===== src/rtl/pipe_stage_reg_if.sv =====
// Valid/ready handshake bundle for one pipeline stage: upstream payload in,
// registered payload out.
interface pipe_stage_reg_if #(
  parameter int WIDTH = 256
);
  logic             in_valid;
  logic             in_ready;
  logic [WIDTH-1:0] in_data;
  logic             out_valid;
  logic             out_ready;
  logic [WIDTH-1:0] out_data;

  modport master (
    output in_valid, in_data, out_ready,
    input  in_ready, out_valid, out_data
  );

  modport slave (
    input  in_valid, in_data, out_ready,
    output in_ready, out_valid, out_data
  );
endinterface


===== src/rtl/pipe_stage_reg.sv =====
// Pipeline stage register with optional two-entry skid buffer, flush, and a
// saturating back-pressure counter.
module pipe_stage_reg #(
  parameter int WIDTH = 256,
  parameter int SKID  = 1,
  parameter int CNT_W = 16
) (
  input  logic             clk,
  input  logic             rset,
  input  logic             flush,
  pipe_stage_reg_if.slave  bus,
  output logic [1:0]       occupancy,
  output logic [CNT_W-1:0] stall_cnt
);

  typedef enum logic [1:0] {
    EMPTY = 2'd0,
    BUSY  = 2'd1,
    FULL  = 2'd2
  } state_t;

  state_t           state_q, state_d;
  logic [WIDTH-1:0] main_q, main_d;
  logic [WIDTH-1:0] skid_q, skid_d;
  logic [CNT_W-1:0] stall_cnt_q;
  logic             in_ready_w;

  always_ff @(posedge clk or posedge rset) begin
    if (rset) begin
      state_q <= EMPTY;
      main_q  <= '0;
      skid_q  <= '0;
    end else begin
      state_q <= state_d;
      main_q  <= main_d;
      skid_q  <= skid_d;
    end
  end

  // Acceptance is implied by state: EMPTY always accepts, BUSY accepts when a
  // skid slot exists or the downstream drains, FULL never accepts.
  always_comb begin
    state_d = state_q;
    main_d  = main_q;
    skid_d  = skid_q;
    if (flush) begin
      state_d = EMPTY;
      main_d  = '0;
      skid_d  = '0;
    end else begin
      case (state_q)
        EMPTY: begin
          if (bus.in_valid) begin
            state_d = BUSY;
            main_d  = bus.in_data;
          end
        end
        BUSY: begin
          if (bus.out_ready) begin
            if (bus.in_valid) begin
              main_d = bus.in_data;
            end else begin
              state_d = EMPTY;
            end
          end else if (bus.in_valid && (SKID != 0)) begin
            state_d = FULL;
            skid_d  = bus.in_data;
          end
        end
        FULL: begin
          if (bus.out_ready) begin
            state_d = BUSY;
            main_d  = skid_q;
          end
        end
        default: state_d = EMPTY;
      endcase
    end
  end

  generate
    if (SKID != 0) begin : g_skid
      // Registered ready cuts the combinational out_ready -> in_ready path.
      logic in_ready_q;
      always_ff @(posedge clk or posedge rset) begin
        if (rset) begin
          in_ready_q <= 1'b1;
        end else begin
          in_ready_q <= (state_d != FULL);
        end
      end
      assign in_ready_w = in_ready_q;
    end else begin : g_noskid
      assign in_ready_w = (state_q == EMPTY) || bus.out_ready;
    end
  endgenerate

  always_ff @(posedge clk or posedge rset) begin
    if (rset) begin
      stall_cnt_q <= '0;
    end else if ((state_q != EMPTY) && !bus.out_ready && !(&stall_cnt_q)) begin
      stall_cnt_q <= stall_cnt_q + {{(CNT_W-1){1'b0}}, 1'b1};
    end
  end

  assign bus.in_ready  = in_ready_w;
  assign bus.out_valid = (state_q != EMPTY);
  assign bus.out_data  = main_q;
  assign occupancy     = state_q;
  assign stall_cnt     = stall_cnt_q;

endmodule


===== src/flat_wrapper.sv =====
// flat-port wrapper written by rule: the top's interface ports become plain ports
module pipe_stage_reg_flat 
#(
  parameter int WIDTH = 256,
  parameter int SKID  = 1,
  parameter int CNT_W = 16
)
  (clk, rset, flush, occupancy, stall_cnt, bus_in_valid, bus_in_data, bus_out_ready, bus_in_ready, bus_out_valid, bus_out_data);
  pipe_stage_reg_if #(.WIDTH(WIDTH)) bus_i ();
  input  logic clk;
  input  logic rset;
  input  logic flush;
  output logic [1:0] occupancy;
  output logic [CNT_W-1:0] stall_cnt;
  input wire logic [$bits(bus_i.in_valid)-1:0] bus_in_valid;
  input wire logic [$bits(bus_i.in_data)-1:0] bus_in_data;
  input wire logic [$bits(bus_i.out_ready)-1:0] bus_out_ready;
  output wire logic [$bits(bus_i.in_ready)-1:0] bus_in_ready;
  output wire logic [$bits(bus_i.out_valid)-1:0] bus_out_valid;
  output wire logic [$bits(bus_i.out_data)-1:0] bus_out_data;
  assign bus_i.in_valid = bus_in_valid;
  assign bus_i.in_data = bus_in_data;
  assign bus_i.out_ready = bus_out_ready;
  assign bus_in_ready = bus_i.in_ready;
  assign bus_out_valid = bus_i.out_valid;
  assign bus_out_data = bus_i.out_data;
  pipe_stage_reg #(.WIDTH(WIDTH), .SKID(SKID), .CNT_W(CNT_W)) u_core (.clk(clk), .rset(rset), .flush(flush), .bus(bus_i), .occupancy(occupancy), .stall_cnt(stall_cnt));
endmodule

===== config.mk =====
export PLATFORM = sky130hd
export DESIGN_NAME = pipe_stage_reg_flat
export DESIGN_NICKNAME = d
export VERILOG_FILES = /design/src/rtl/pipe_stage_reg_if.sv /design/src/rtl/pipe_stage_reg.sv /design/src/flat_wrapper.sv
export SDC_FILE = /design/constraint.sdc
export NUM_CORES = 1
export LEC_CHECK = 0
export CAP_MARGIN = 10
export CORE_MARGIN = 2
export CORE_UTILIZATION = 54
export CTS_CLUSTER_SIZE = 25
export DETAILED_ROUTE_END_ITERATION = 8
export GPL_ROUTABILITY_DRIVEN = 0
export MAX_ROUTING_LAYER = met4
export PLACE_DENSITY = 0.86
export SLEW_MARGIN = 20
export SYNTH_ARGS = -nofsm -noshare
export SYNTH_HDL_FRONTEND = slang
export SYNTH_SLANG_ARGS = --single-unit

===== constraint.sdc =====
create_clock -name clk -period 30.8 [get_ports clk]
set_input_delay 6.16 -clock clk [delete_from_list [all_inputs] [get_ports clk]]
set_output_delay 6.16 -clock clk [all_outputs]
set_load 0.02 [all_outputs]

==> results.cfg <==
[clock_network]
root_buffer = clkbuf_16
clkLatencyLatePin_ns = 0.59
ctsResizeCount = 0
postCtsSetupBuffers = 0
cts-buffers-inserted = 53
depth_of_the_cts_h_tree = 2
tritoncts = built
clockBufferDepth = 3
cts_sinks = 531
total_of_hold_buffers_inserted_after_clock_tree_synthesis = 0
clk_transition_reported_paths_ns = 0.06

[floorplanning]
floorplan.core_area_sq_um = 40900
cell_row_count = 74
fp.dieW_um = 208
initial_core_util = 0.549
total_i_o_pin_count = 537
fp.dieH_um = 208
design.die.area_sq_um = 43300

[grt]
grt.met1_usage = 0.388
gr-total-overflow = 0
initial_antenna_violation_count = 14
grt.busiest_layer = met2
gr-usage-met2 = 0.446
via_count_of_the_first_global_routing_pass = 17636
first_pass_grt_wire_length_um = 102000
grt_max_degree = 228
groute.layer.met3.usage = 0.0762
globalRouteTotalUtil = 0.302

[yosys]
yosysSeqAreaShare = 0.591
synthArstFlopShare = 1.00
post_synth_edffs = 0
synth_top_cells_by_area = dfrtp_1, mux2i_1, a22o_1
synth_nets = 2076
postSynthCellCount = 1810
synthesis.yosys.warnings = 0
number_of_synthesized_register_bits = 531
synthesis.area_sq_um = 22500
synth_top_cell_by_area = dfrtp_1
synth_largest_type_area_fraction = 0.590
yosys.cell_types.count = 37
post_synth.cell_area_avg_sq_um = 12.4
top_flip_flop_cell_by_instance_count_after_synthesis = dfrtp_1

[pwr]
peakVddDrop_v = 0.0000462
pwr_density_nw_per_um2 = 61.0
design_power_total_mw = 1.81
leakagePower_nw = 12.5

[cells_and_area]
post_route_cells_drive_above_1_share = 0.0481
signed_area_change_from_the_synthesized_netlist_to_the_final_layout_pct = 31.7
final_cell_mix = clkdlybuf4s50_1, dfrtp_1, nor2_1
nNetsFinal = 2515
layout_commonest_cell = clkdlybuf4s50_1
instances_no_fill = 2835

[sta]
clock.fmax_ghz = 0.102
final_clock_skew_ns = 0.0250
timing.max_slew.rel_slack = 0.165
timing.final.max_slew_violations = 0
timing.final.crit_share = 0.317
setup-tns-final_ns = 0
hold_viol_final = 0
finalWorstPathRequiredPeriod_ns = 9.77
unrepaired_setup_endpoints_after_global_routing = no
max_slew.worst_pin.slew_ns = 1.25
setup-violations-final = 0

[route]
ant_nets = 0
routed_wirelength_um = 64700
avgViaCountPerCell = 6.14
routed-via-count = 17418
residual_drc_count = 0
wl_per_cell_um = 22.8
drtPass1Iterations = 7
first_iter_violations = 1769

[setup_path]
worst_endpoint_data_arrival_time_ns = 10.25
critPathRequiredTime_ns = 31.27
cp-start-kind = input pin
critical_path.max_fanout = 106
worstSetupPathType = input pin to register
endpoint_kind = register
reg2reg_depth = 7

[place]
post-place-cells = 2725
port-buffer-count = 536
post-dp-hpwl_um = 40400

[hold_path]
whs_path_depth = 1
timing.hold.worst.class = register to register

[run_status]
status = complete, no violations

[run]
max-cap-violations = 0
kinds of logic (layout without fill, tap and decap cells):
logic type | after synthesis | in the layout | share of synthesized area
buf+inv | 175 | 652 | 0.0420
fa+ha+maj | 5 | 5 | 0.00278
compound gates | 525 | 525 | 0.189
simple gates | 303 | 303 | 0.0547
other cells | 0 | 16 | 0
flops | 531 | 531 | 0.591
xor+xnor | 14 | 14 | 0.00546
mux | 257 | 257 | 0.115
final cells by class:
cell class	instances	area, sq um
multi-input combinational	1104	8270
clock inverter	15	156
antenna	16	40.0
fill	2642	11300
tap	532	666
sequential	531	13300
clock buffer	78	1570
inverter	4	22.5
timing repair buffer	555	5570
registers in the layout, indices dropped and copies added, names as in the netlist:
signal	count
u_core.skid_q	256
u_core.occupancy	2
u_core.bus.in_ready	1
u_core.bus.out_data	256
u_core.stall_cnt	16
per-stage QoR:
| step | instance area [sq um] | worst slack [ns] | utilization | hold slack (ns) |
|---|---|---|---|---|
| finish | 29600 | 21.03 | 0.723 | 0.503 |
| floorplan | 22500 | 9.80 | - | 0.473 |
| global route | 29600 | 20.81 | 0.723 | 0.518 |
| global placement | 27800 | 20.80 | 0.679 | 0.487 |
| CTS | 29500 | 21.17 | 0.721 | 0.508 |
| detailed placement | 27800 | 20.54 | 0.679 | 0.491 |
path summary, 6_finish.rpt:
kind / start / endpoint / slack, ns
min reg2reg: u_core.skid_q[31]$_DFFE_PP0P_ / u_core.skid_q[31]$_DFFE_PP0P_ / 0.50
max: bus_out_ready / u_core.bus.out_data[171]$_DFFE_PP0P_ / 21.03
max in group asynchronous: rset / u_core.skid_q[223]$_DFFE_PP0P_ / 22.34
min: u_core.skid_q[31]$_DFFE_PP0P_ / u_core.skid_q[31]$_DFFE_PP0P_ / 0.50
max reg2reg: u_core.occupancy[0]$_DFF_PP0_ / u_core.bus.out_data[171]$_DFFE_PP0P_ / 25.78
min in group asynchronous: rset / u_core.skid_q[111]$_DFFE_PP0P_ / 6.15
Yosys cell counts, types with 2 or more instances:
master / number
dfrtp_1: 530
nor2_1: 262
a211oi_1: 257
a22o_1: 256
mux2i_1: 256
buf_2: 82
clkbuf_1: 58
buf_6: 22
xor2_1: 11
nand2_1: 8
nand4_1: 6
nor3_1: 6
buf_4: 5
ha_1: 5
o21ai_0: 5
and3_1: 4
buf_1: 4
inv_1: 4
nand3_1: 4
nor4_1: 4
xnor2_1: 3
nor2b_1: 2
o211ai_1: 2
power breakdown:
| group | internal [mW] | total [mW] | leakage (nW) | switching (mW) |
|---|---|---|---|---|
| logic | 0.162 | 0.368 | 4.45 | 0.206 |
| registers | 0.752 | 0.790 | 7.16 | 0.0379 |
| clock network | 0.377 | 0.649 | 0.857 | 0.272 |
| total | 1.29 | 1.81 | 12.5 | 0.516 |
critical path, stage by stage:
cell and delay (ns):
clkdlybuf4s50_1 0.62, o21bai_1 0.17, o221a_4 0.83, buf_4 0.92, buf_4 0.90, nor2_1 0.14, a211oi_1 0.31
layer usage:
metal,vias up,wire (um)
met1,8824,25900
met2,779,30600
met4,0,3190
met3,171,5060
li1,7644,-
met5,-,0
No activity file was read; power rests on OpenSTA's default activity.
